==> src/rtl/seq_rotate_shift_unit.sv <==
// seq_rotate_shift_unit: multi-cycle rotate/shift unit with a start/done handshake.
// Moves up to STEP bit positions per clock on a WIDTH-bit operand.
// Modes: 000 ROL, 001 ROR, 010 SHL, 011 SHR, 100 SRA; 101-111 reserved (err with done).
// Optional macro SEQ_SHIFT_CARRY_EN adds the cout port (last bit moved out of the word).
module seq_rotate_shift_unit #(
  parameter int unsigned WIDTH = 32,
  parameter int unsigned STEP  = 1,
  parameter int unsigned AMT_W = 5
) (
  input  logic             clk,
  input  logic             clr_n,
  input  logic             start,
  input  logic [2:0]       mode,
  input  logic [WIDTH-1:0] operand,
  input  logic [AMT_W-1:0] amount,
  output logic             busy,
  output logic             done,
  output logic [WIDTH-1:0] result,
  output logic             err
`ifdef SEQ_SHIFT_CARRY_EN
  ,
  output logic             cout
`endif
);

  // One extra bit so that a count equal to WIDTH is representable.
  localparam int unsigned CW = AMT_W + 1;
  localparam logic [CW-1:0] WIDTH_C = CW'(WIDTH);
  localparam logic [CW-1:0] STEP_C  = CW'(STEP);

  localparam logic [2:0] M_ROL = 3'b000;
  localparam logic [2:0] M_ROR = 3'b001;
  localparam logic [2:0] M_SHL = 3'b010;
  localparam logic [2:0] M_SHR = 3'b011;
  localparam logic [2:0] M_SRA = 3'b100;

  typedef enum logic [1:0] {
    S_IDLE = 2'd0,
    S_RUN  = 2'd1,
    S_FIN  = 2'd2
  } state_t;

  state_t           state_q, state_d;
  logic [WIDTH-1:0] work_q, work_d;
  logic [CW-1:0]    rem_q, rem_d;
  logic [2:0]       mode_q, mode_d;
  logic             fill_q, fill_d;
  logic             busy_q, busy_d;
  logic             done_q, done_d;
  logic             err_q, err_d;
  logic [WIDTH-1:0] result_q, result_d;

  logic [CW-1:0]    amt_ext_c;
  logic [CW-1:0]    eff_c;
  logic             reserved_c;
  logic [CW-1:0]    k_c;
  logic [WIDTH-1:0] step_c;
  logic [WIDTH-1:0] ones_c;

`ifdef SEQ_SHIFT_CARRY_EN
  logic             cout_q, cout_d;
  logic [WIDTH-1:0] out_hi_c;
  logic [WIDTH-1:0] out_lo_c;
  logic             carry_c;
`endif

  // Effective count at capture: rotates wrap modulo WIDTH, shifts saturate at WIDTH.
  always_comb begin
    amt_ext_c  = CW'(amount);
    reserved_c = (mode > M_SRA);
    if ((mode == M_ROL) || (mode == M_ROR)) begin
      eff_c = amt_ext_c % WIDTH_C;
    end else begin
      eff_c = (amt_ext_c > WIDTH_C) ? WIDTH_C : amt_ext_c;
    end
  end

  // One RUN step: move k = min(STEP, remaining) positions in the captured mode.
  always_comb begin
    k_c    = (rem_q < STEP_C) ? rem_q : STEP_C;
    ones_c = '1;
    case (mode_q)
      M_ROL:   step_c = (work_q << k_c) | (work_q >> (WIDTH_C - k_c));
      M_ROR:   step_c = (work_q >> k_c) | (work_q << (WIDTH_C - k_c));
      M_SHL:   step_c = work_q << k_c;
      M_SHR:   step_c = work_q >> k_c;
      default: step_c = (work_q >> k_c) | (fill_q ? ~(ones_c >> k_c) : '0);
    endcase
  end

`ifdef SEQ_SHIFT_CARRY_EN
  // Last bit leaving the word in this step: top side for left moves, bottom side otherwise.
  always_comb begin
    out_hi_c = work_q >> (WIDTH_C - k_c);
    out_lo_c = work_q >> (k_c - CW'(1));
    carry_c  = ((mode_q == M_ROL) || (mode_q == M_SHL)) ? out_hi_c[0] : out_lo_c[0];
  end
`endif

  // Next-state and registered-output logic.
  always_comb begin
    state_d  = state_q;
    work_d   = work_q;
    rem_d    = rem_q;
    mode_d   = mode_q;
    fill_d   = fill_q;
    busy_d   = 1'b0;
    done_d   = 1'b0;
    err_d    = 1'b0;
    result_d = result_q;
`ifdef SEQ_SHIFT_CARRY_EN
    cout_d   = cout_q;
`endif
    case (state_q)
      S_IDLE: begin
        if (start) begin
          mode_d = mode;
          work_d = operand;
          fill_d = operand[WIDTH-1];
          rem_d  = eff_c;
          if (reserved_c || (eff_c == '0)) begin
            state_d  = S_FIN;
            done_d   = 1'b1;
            err_d    = reserved_c;
            result_d = operand;
`ifdef SEQ_SHIFT_CARRY_EN
            cout_d   = 1'b0;
`endif
          end else begin
            state_d = S_RUN;
            busy_d  = 1'b1;
          end
        end
      end
      S_RUN: begin
        work_d = step_c;
        rem_d  = rem_q - k_c;
        if (rem_d == '0) begin
          state_d  = S_FIN;
          done_d   = 1'b1;
          result_d = step_c;
`ifdef SEQ_SHIFT_CARRY_EN
          cout_d   = carry_c;
`endif
        end else begin
          busy_d = 1'b1;
        end
      end
      S_FIN: begin
        state_d = S_IDLE;
      end
      default: begin
        state_d = S_IDLE;
      end
    endcase
  end

  // State and output registers; reset aborts any operation in flight.
  always_ff @(posedge clk or negedge clr_n) begin
    if (!clr_n) begin
      state_q  <= S_IDLE;
      work_q   <= '0;
      rem_q    <= '0;
      mode_q   <= '0;
      fill_q   <= 1'b0;
      busy_q   <= 1'b0;
      done_q   <= 1'b0;
      err_q    <= 1'b0;
      result_q <= '0;
`ifdef SEQ_SHIFT_CARRY_EN
      cout_q   <= 1'b0;
`endif
    end else begin
      state_q  <= state_d;
      work_q   <= work_d;
      rem_q    <= rem_d;
      mode_q   <= mode_d;
      fill_q   <= fill_d;
      busy_q   <= busy_d;
      done_q   <= done_d;
      err_q    <= err_d;
      result_q <= result_d;
`ifdef SEQ_SHIFT_CARRY_EN
      cout_q   <= cout_d;
`endif
    end
  end

  assign busy   = busy_q;
  assign done   = done_q;
  assign err    = err_q;
  assign result = result_q;
`ifdef SEQ_SHIFT_CARRY_EN
  assign cout   = cout_q;
`endif

endmodule
==> config.mk <==
export PLATFORM = sky130hd
export DESIGN_NAME = seq_rotate_shift_unit
export DESIGN_NICKNAME = d
export VERILOG_FILES = /design/src/rtl/seq_rotate_shift_unit.sv
export SDC_FILE = /design/constraint.sdc
export NUM_CORES = 1
export LEC_CHECK = 0
export CAP_MARGIN = 5
export CORE_AREA = 2 2 139 154
export DETAILED_ROUTE_END_ITERATION = 10
export DIE_AREA = 0 0 141 156
export HOLD_SLACK_MARGIN = 0.08
export SLEW_MARGIN = 15
export SYNTH_ARGS = -nofsm -noshare
export SYNTH_HDL_FRONTEND = slang
export SYNTH_SLANG_ARGS = --single-unit
==> constraint.sdc <==
create_clock -name clk -period 4.2 [get_ports clk]
set_input_delay 1.05 -clock clk [delete_from_list [all_inputs] [get_ports clk]]
set_output_delay 1.05 -clock clk [all_outputs]
set_load 0.02 [all_outputs]
; ---- Yosys cells after proc, flatten, opt, wreduce, memory -nomap -nowiden
; Index checks and enable logic that the tools add are counted.
[op_classes]
addsub = 2
magnitude_cmp = 3
eq_ne = 8
shifts = 5
mux = 28
bitwise = 4
reduce_logical = 12
[op_table]
columns = cell, count
row1 = $mux 32, 5
row2 = $pmux 32 s2, 2
row3 = $pmux 32 s4, 1
row4 = $or 32x32->32, 3
row5 = $shl 32x6->32, 2
row6 = $shr 32x6->32, 2
row7 = $not 32->32, 1
row8 = $shr 32x6->32 const A, 1
row9 = $mux 6, 4
row10 = $logic_not 6->1, 2
row11 = $pmux 6 s2, 1
row12 = $mux 1, 9
row13 = $eq 3x1->1 const B, 2
row14 = $eq 3x2->1 const B, 2
row15 = $gt 5x6->1 const B, 1
row16 = $logic_not 3->1, 2
row17 = $lt 6x1->1 const B, 1
row18 = $mux 2, 3
row19 = $ne 2x2->1 const B, 3
row20 = $reduce_and 2->1, 3
row21 = $sub 6x6->6, 1
row22 = $sub 6x6->6 const A, 1
row23 = $pmux 1 s2, 2
row24 = $pmux 2 s2, 1
row25 = 6 further kinds, 7
[word_totals]
register_bits = 79
in_bits = 43

; ---- Longest topological paths before layout
[depth]
depth_word = 9
mapped_depth = 18
ltp_nobuf = 12

; ---- Least setup slack after synthesis
; OpenSTA, ideal clock, no wires.
[synth_path]
path_type = reg2reg
startpoint = register rem_q[2]
endpoint = register result_q[11] (netlist: result[11])
t_arrival_ps = 3548
path_slack_ps = 570
stages_incl_launch_ff = 16
path_buffers = 4
synth_period_minus_slack_ps = 3630
path_cell_list = dfrtp_1 buf_6 nor4_4 nand2_2 clkinv_1 buf_1 ha_1 buf_2 inv_1 ha_1 clkbuf_1 mux2i_1 o311ai_0 a221oi_1 or4_1 a31oi_1
[synth_between]
elab_chain_len = 9
[synth_lines]
columns = element, line
row1 = from (decl), 45  ; logic [CW-1:0] rem_q, rem_d;
row2 = from (signal assigned), 176  ; rem_q <= rem_d;
row3 = branches (longest 9 deep; another with $lt 6x1->1), n/a
row4 = to (signal assigned), 182  ; result_q <= result_d;
row5 = to (decl), 51  ; logic [WIDTH-1:0] result_q, result_d;
; Several ways; the timed one is not identified. The select of a mux whose other input is x is not followed.
; A chain may end at the register's enable or synchronous reset.

; ---- Worst setup path after layout
[layout_path]
startpoint = register rem_q[2]
endpoint = register result_q[16] (netlist: result[16])
; Same word-level chain as after synthesis.

==> metrics.cfg <==
[run_status]
status=completed

[clock_tree]
cts_made_buffers=9
cts_tree=yes
cts_max_path_buffers=2
cts_setup_buffers=0
worstSkewPairLatency_ps=360
clk_pin_slew_worst_paths_ps=70
htreeDepth=3
cts_hold_buf=0
root_buffer=clkbuf_16
cts_num_sinks=79
post_cts_resized=0

[yosys]
synth_edf_count=0
seq_area_frac_synth_pct=32.73
syn-cell-area_mm2=0.006041
synthDistinctLibCells=79
syn_area_per_cell_um2=8.044
ys_ff_latch=79
synthCells=751
async_reset_ff_share_pct=100.0
yosysWarnings=0
ys.flop_type=dfrtp_1

[detailed_routing]
wire_per_inst_um=22.42
first_iter_violations=707
viasPerCell=5.992
drt_wl_total_mm=23.36
first_pass_iters=5
drc=0
ant_nets=0
vias=6244

[global_routing]
antenna_found_initial=0
grt_use_total_pct=21.71
grt_pass1_wl_mm=36.78
grt_pass1_vias=6173
grt_max_degree=80
overflow=0

[sta]
hold_slack_ps=483.3
tns_ps=0
fmax_mhz=283.5
slew_violations=0
clock_skew_ps=9.806
fin_crit_sh_pct=83.97
rsz0062_at_grt=no
setup_viol=0
finalCriticalPeriod_ps=3527
worst_pin_slew_ps=753.6
relSlewSlack_pct=49.76
finalHoldViolations=0

[floorplan]
io_pins=78
die_area_mm2=0.02200
die_h_um=156
die_w_um=141
rows=55
start_util_pct=29.56
core-area_mm2=0.02044

[final_layout]
fin_nets=829
stdcell_area_mm2=0.007209
final_util_pct=35.27
drive_gt1_share_pct=10.05
n_antenna_cell=0
area_delta_synth_final_pct=19.35

[critical_path]
start_kind=flip-flop
crit_type=reg2reg
rr_worst_depth=11
cp.arrival_ps=3810
worst_setup_path_end_kind=flip-flop
worst-path-max-fanout=20
required_ps=4480

[worst_hold_path]
worstHoldPathCells=2
hp-class=reg2reg

[place]
gp_congestion=0.9728
hpwl_mm=15.89
postPlaceCellArea_mm2=0.006929
port_buffers=77

[pwr]
internal-power_w=0.003125
power_frac_seq_pct=28.7
peakVddDrop_uv=317.4
swShare_pct=52.40
p_switching_w=0.003441
clkPwrFrac_pct=11.4
combPwrFrac_pct=59.9
p_per_area_mw_per_mm2=910.8
p_leak_nw=2.759

[flow_run]
drv_cap=0

[layout by cell type (no fill, tap or decap), types with 11 or more instances in the layout]
| cell | netlist | layout |
|---|---|---|
| dfrtp_1 | 79 | 79 |
| mux4_2 | 11 | 11 |
| inv_1 | 19 | 19 |
| o21ai_0 | 68 | 68 |
| nor2_1 | 70 | 70 |
| buf_4 | 2 | 17 |
| nor3_1 | 14 | 14 |
| o31ai_1 | 11 | 11 |
| clkdlybuf4s50_1 | 0 | 76 |
| a211oi_1 | 15 | 15 |
| nand2_1 | 97 | 97 |
| a31oi_1 | 27 | 27 |
| o211ai_1 | 14 | 14 |
| nand3_1 | 19 | 19 |
| mux2i_1 | 21 | 21 |
| o21ai_1 | 16 | 16 |
| a21oi_1 | 51 | 51 |
[through the flow]
step / total power, W / setup WS (ps) / instances
6_report: 0.006566 / 673.2 / 1042
4_1_cts: 0.006535 / 691.6 / 1042
2_1_floorplan: 0.004336 / 569.7 / 753
5_1_grt: 0.007042 / 434.8 / 1042
3_5_place_dp: 0.005761 / 688.4 / 1026
3_3_place_gp: 0.005740 / 713.5 / 1026
[critical path: stages, from the launching register on]
cell and delay, ps:
dfrtp_1 490, nor4_4 350, nand2_2 100, clkinv_1 70, ha_1 160, inv_1 110, ha_1 540, buf_4 330
nor2_1 500, a22oi_1 150, a311o_1 450, a31oi_1 180
[power groups by stage]
stage | sequential [W] | clock [W] | combinational, W
2_1_floorplan | 0.00161 | 0 | 0.00273
6_report | 0.00189 | 0.000748 | 0.00393
4_1_cts | 0.00185 | 0.000768 | 0.00391
3_5_place_dp | 0.00186 | 0 | 0.00390
5_1_grt | 0.00192 | 0.000794 | 0.00432
3_3_place_gp | 0.00187 | 0 | 0.00387
[Yosys cell counts (3+ instances only)]
cell type / instances / area (um^2)
nand2_1: 97 / 364.1
dfrtp_1: 79 / 1977
nor2_1: 70 / 262.8
o21ai_0: 68 / 340.3
a21oi_1: 51 / 255.2
clkbuf_1: 46 / 172.7
a31oi_1: 27 / 168.9
mux2i_1: 21 / 210.2
inv_1: 19 / 71.32
nand3_1: 19 / 95.09
o21ai_1: 16 / 80.08
a211oi_1: 15 / 112.6
nor3_1: 14 / 70.07
o211ai_1: 14 / 105.1
buf_2: 12 / 60.06
mux4_2: 11 / 247.7
o31ai_1: 11 / 82.58
buf_1: 10 / 37.54
mux2_2: 9 / 101.4
a221oi_1: 8 / 70.07
a22oi_1: 7 / 52.55
a311oi_1: 6 / 52.55
and3_1: 6 / 37.54
o311ai_0: 6 / 52.55
buf_6: 5 / 56.30
ha_1: 5 / 62.56
o22ai_1: 5 / 31.28
a21o_1: 4 / 30.03
a22o_1: 4 / 35.03
nor2b_1: 4 / 25.02
or3_1: 4 / 25.02
a211o_1: 3 / 26.28
a31o_2: 3 / 26.28
a32oi_1: 3 / 26.28
nand2b_1: 3 / 18.77
nand3b_1: 3 / 22.52
nand4_1: 3 / 18.77
o32ai_1: 3 / 26.28
or4_1: 3 / 22.52
[path summary, 6_finish.rpt]
| kind | to | slack [ps] | start |
|---|---|---|---|
| setup / recovery | result[16] | 670 | rem_q[2] |
| hold / removal | result[14] | 480 | result[14] |
| setup reg to reg | result[16] | 670 | rem_q[2] |
| hold reg to reg | result[14] | 480 | result[14] |
| max in group asynchronous | result[17] | 2950 | clr_n |
| min in group asynchronous | rem_q[4] | 740 | clr_n |
[final cells by class]
type / instances / area [um^2]
Sequential cell: 79 / 1977
Fill cell: 2159 / 13230
Multi-Input combinational cell: 576 / 3656
Clock buffer: 10 / 229.0
Timing Repair Buffer: 94 / 899.6
Clock inverter: 6 / 47.55
Tap cell: 256 / 320.3
Inverter: 21 / 80.08
[sequential cells by signal (all words and copies together), names as in the netlist]
| name | flops |
|---|---|
| err | 1 |
| rem_q | 6 |
| state_q | 2 |
| done | 1 |
| mode_q | 3 |
| busy | 1 |
| fill_q | 1 |
| work_q | 32 |
| result | 32 |
[layer usage]
| layer | vias to the layer above | wire (um) | track usage, % |
|---|---|---|---|
| met5 | - | 0 | 0 |
| met4 | 0 | 909 | 10.33 |
| met3 | 61 | 1824 | 5.095 |
| met2 | 316 | 10890 | 35.05 |
| met1 | 3018 | 9737 | 27.45 |
| li1 | 2849 | - | - |
[kinds of logic after synthesis]
kind of cell / count (synthesis) / synth area share [%]
other: 2 / 0.1243
AOI/OAI and AO/OA: 282 / 30.88
adders and majority gates: 5 / 1.036
and+or+nand+nor: 243 / 18.58
DFF: 79 / 32.73
buffers and inverters: 98 / 7.146
muxes: 42 / 9.507
Note: power is estimated with default switching activity, not from simulation.
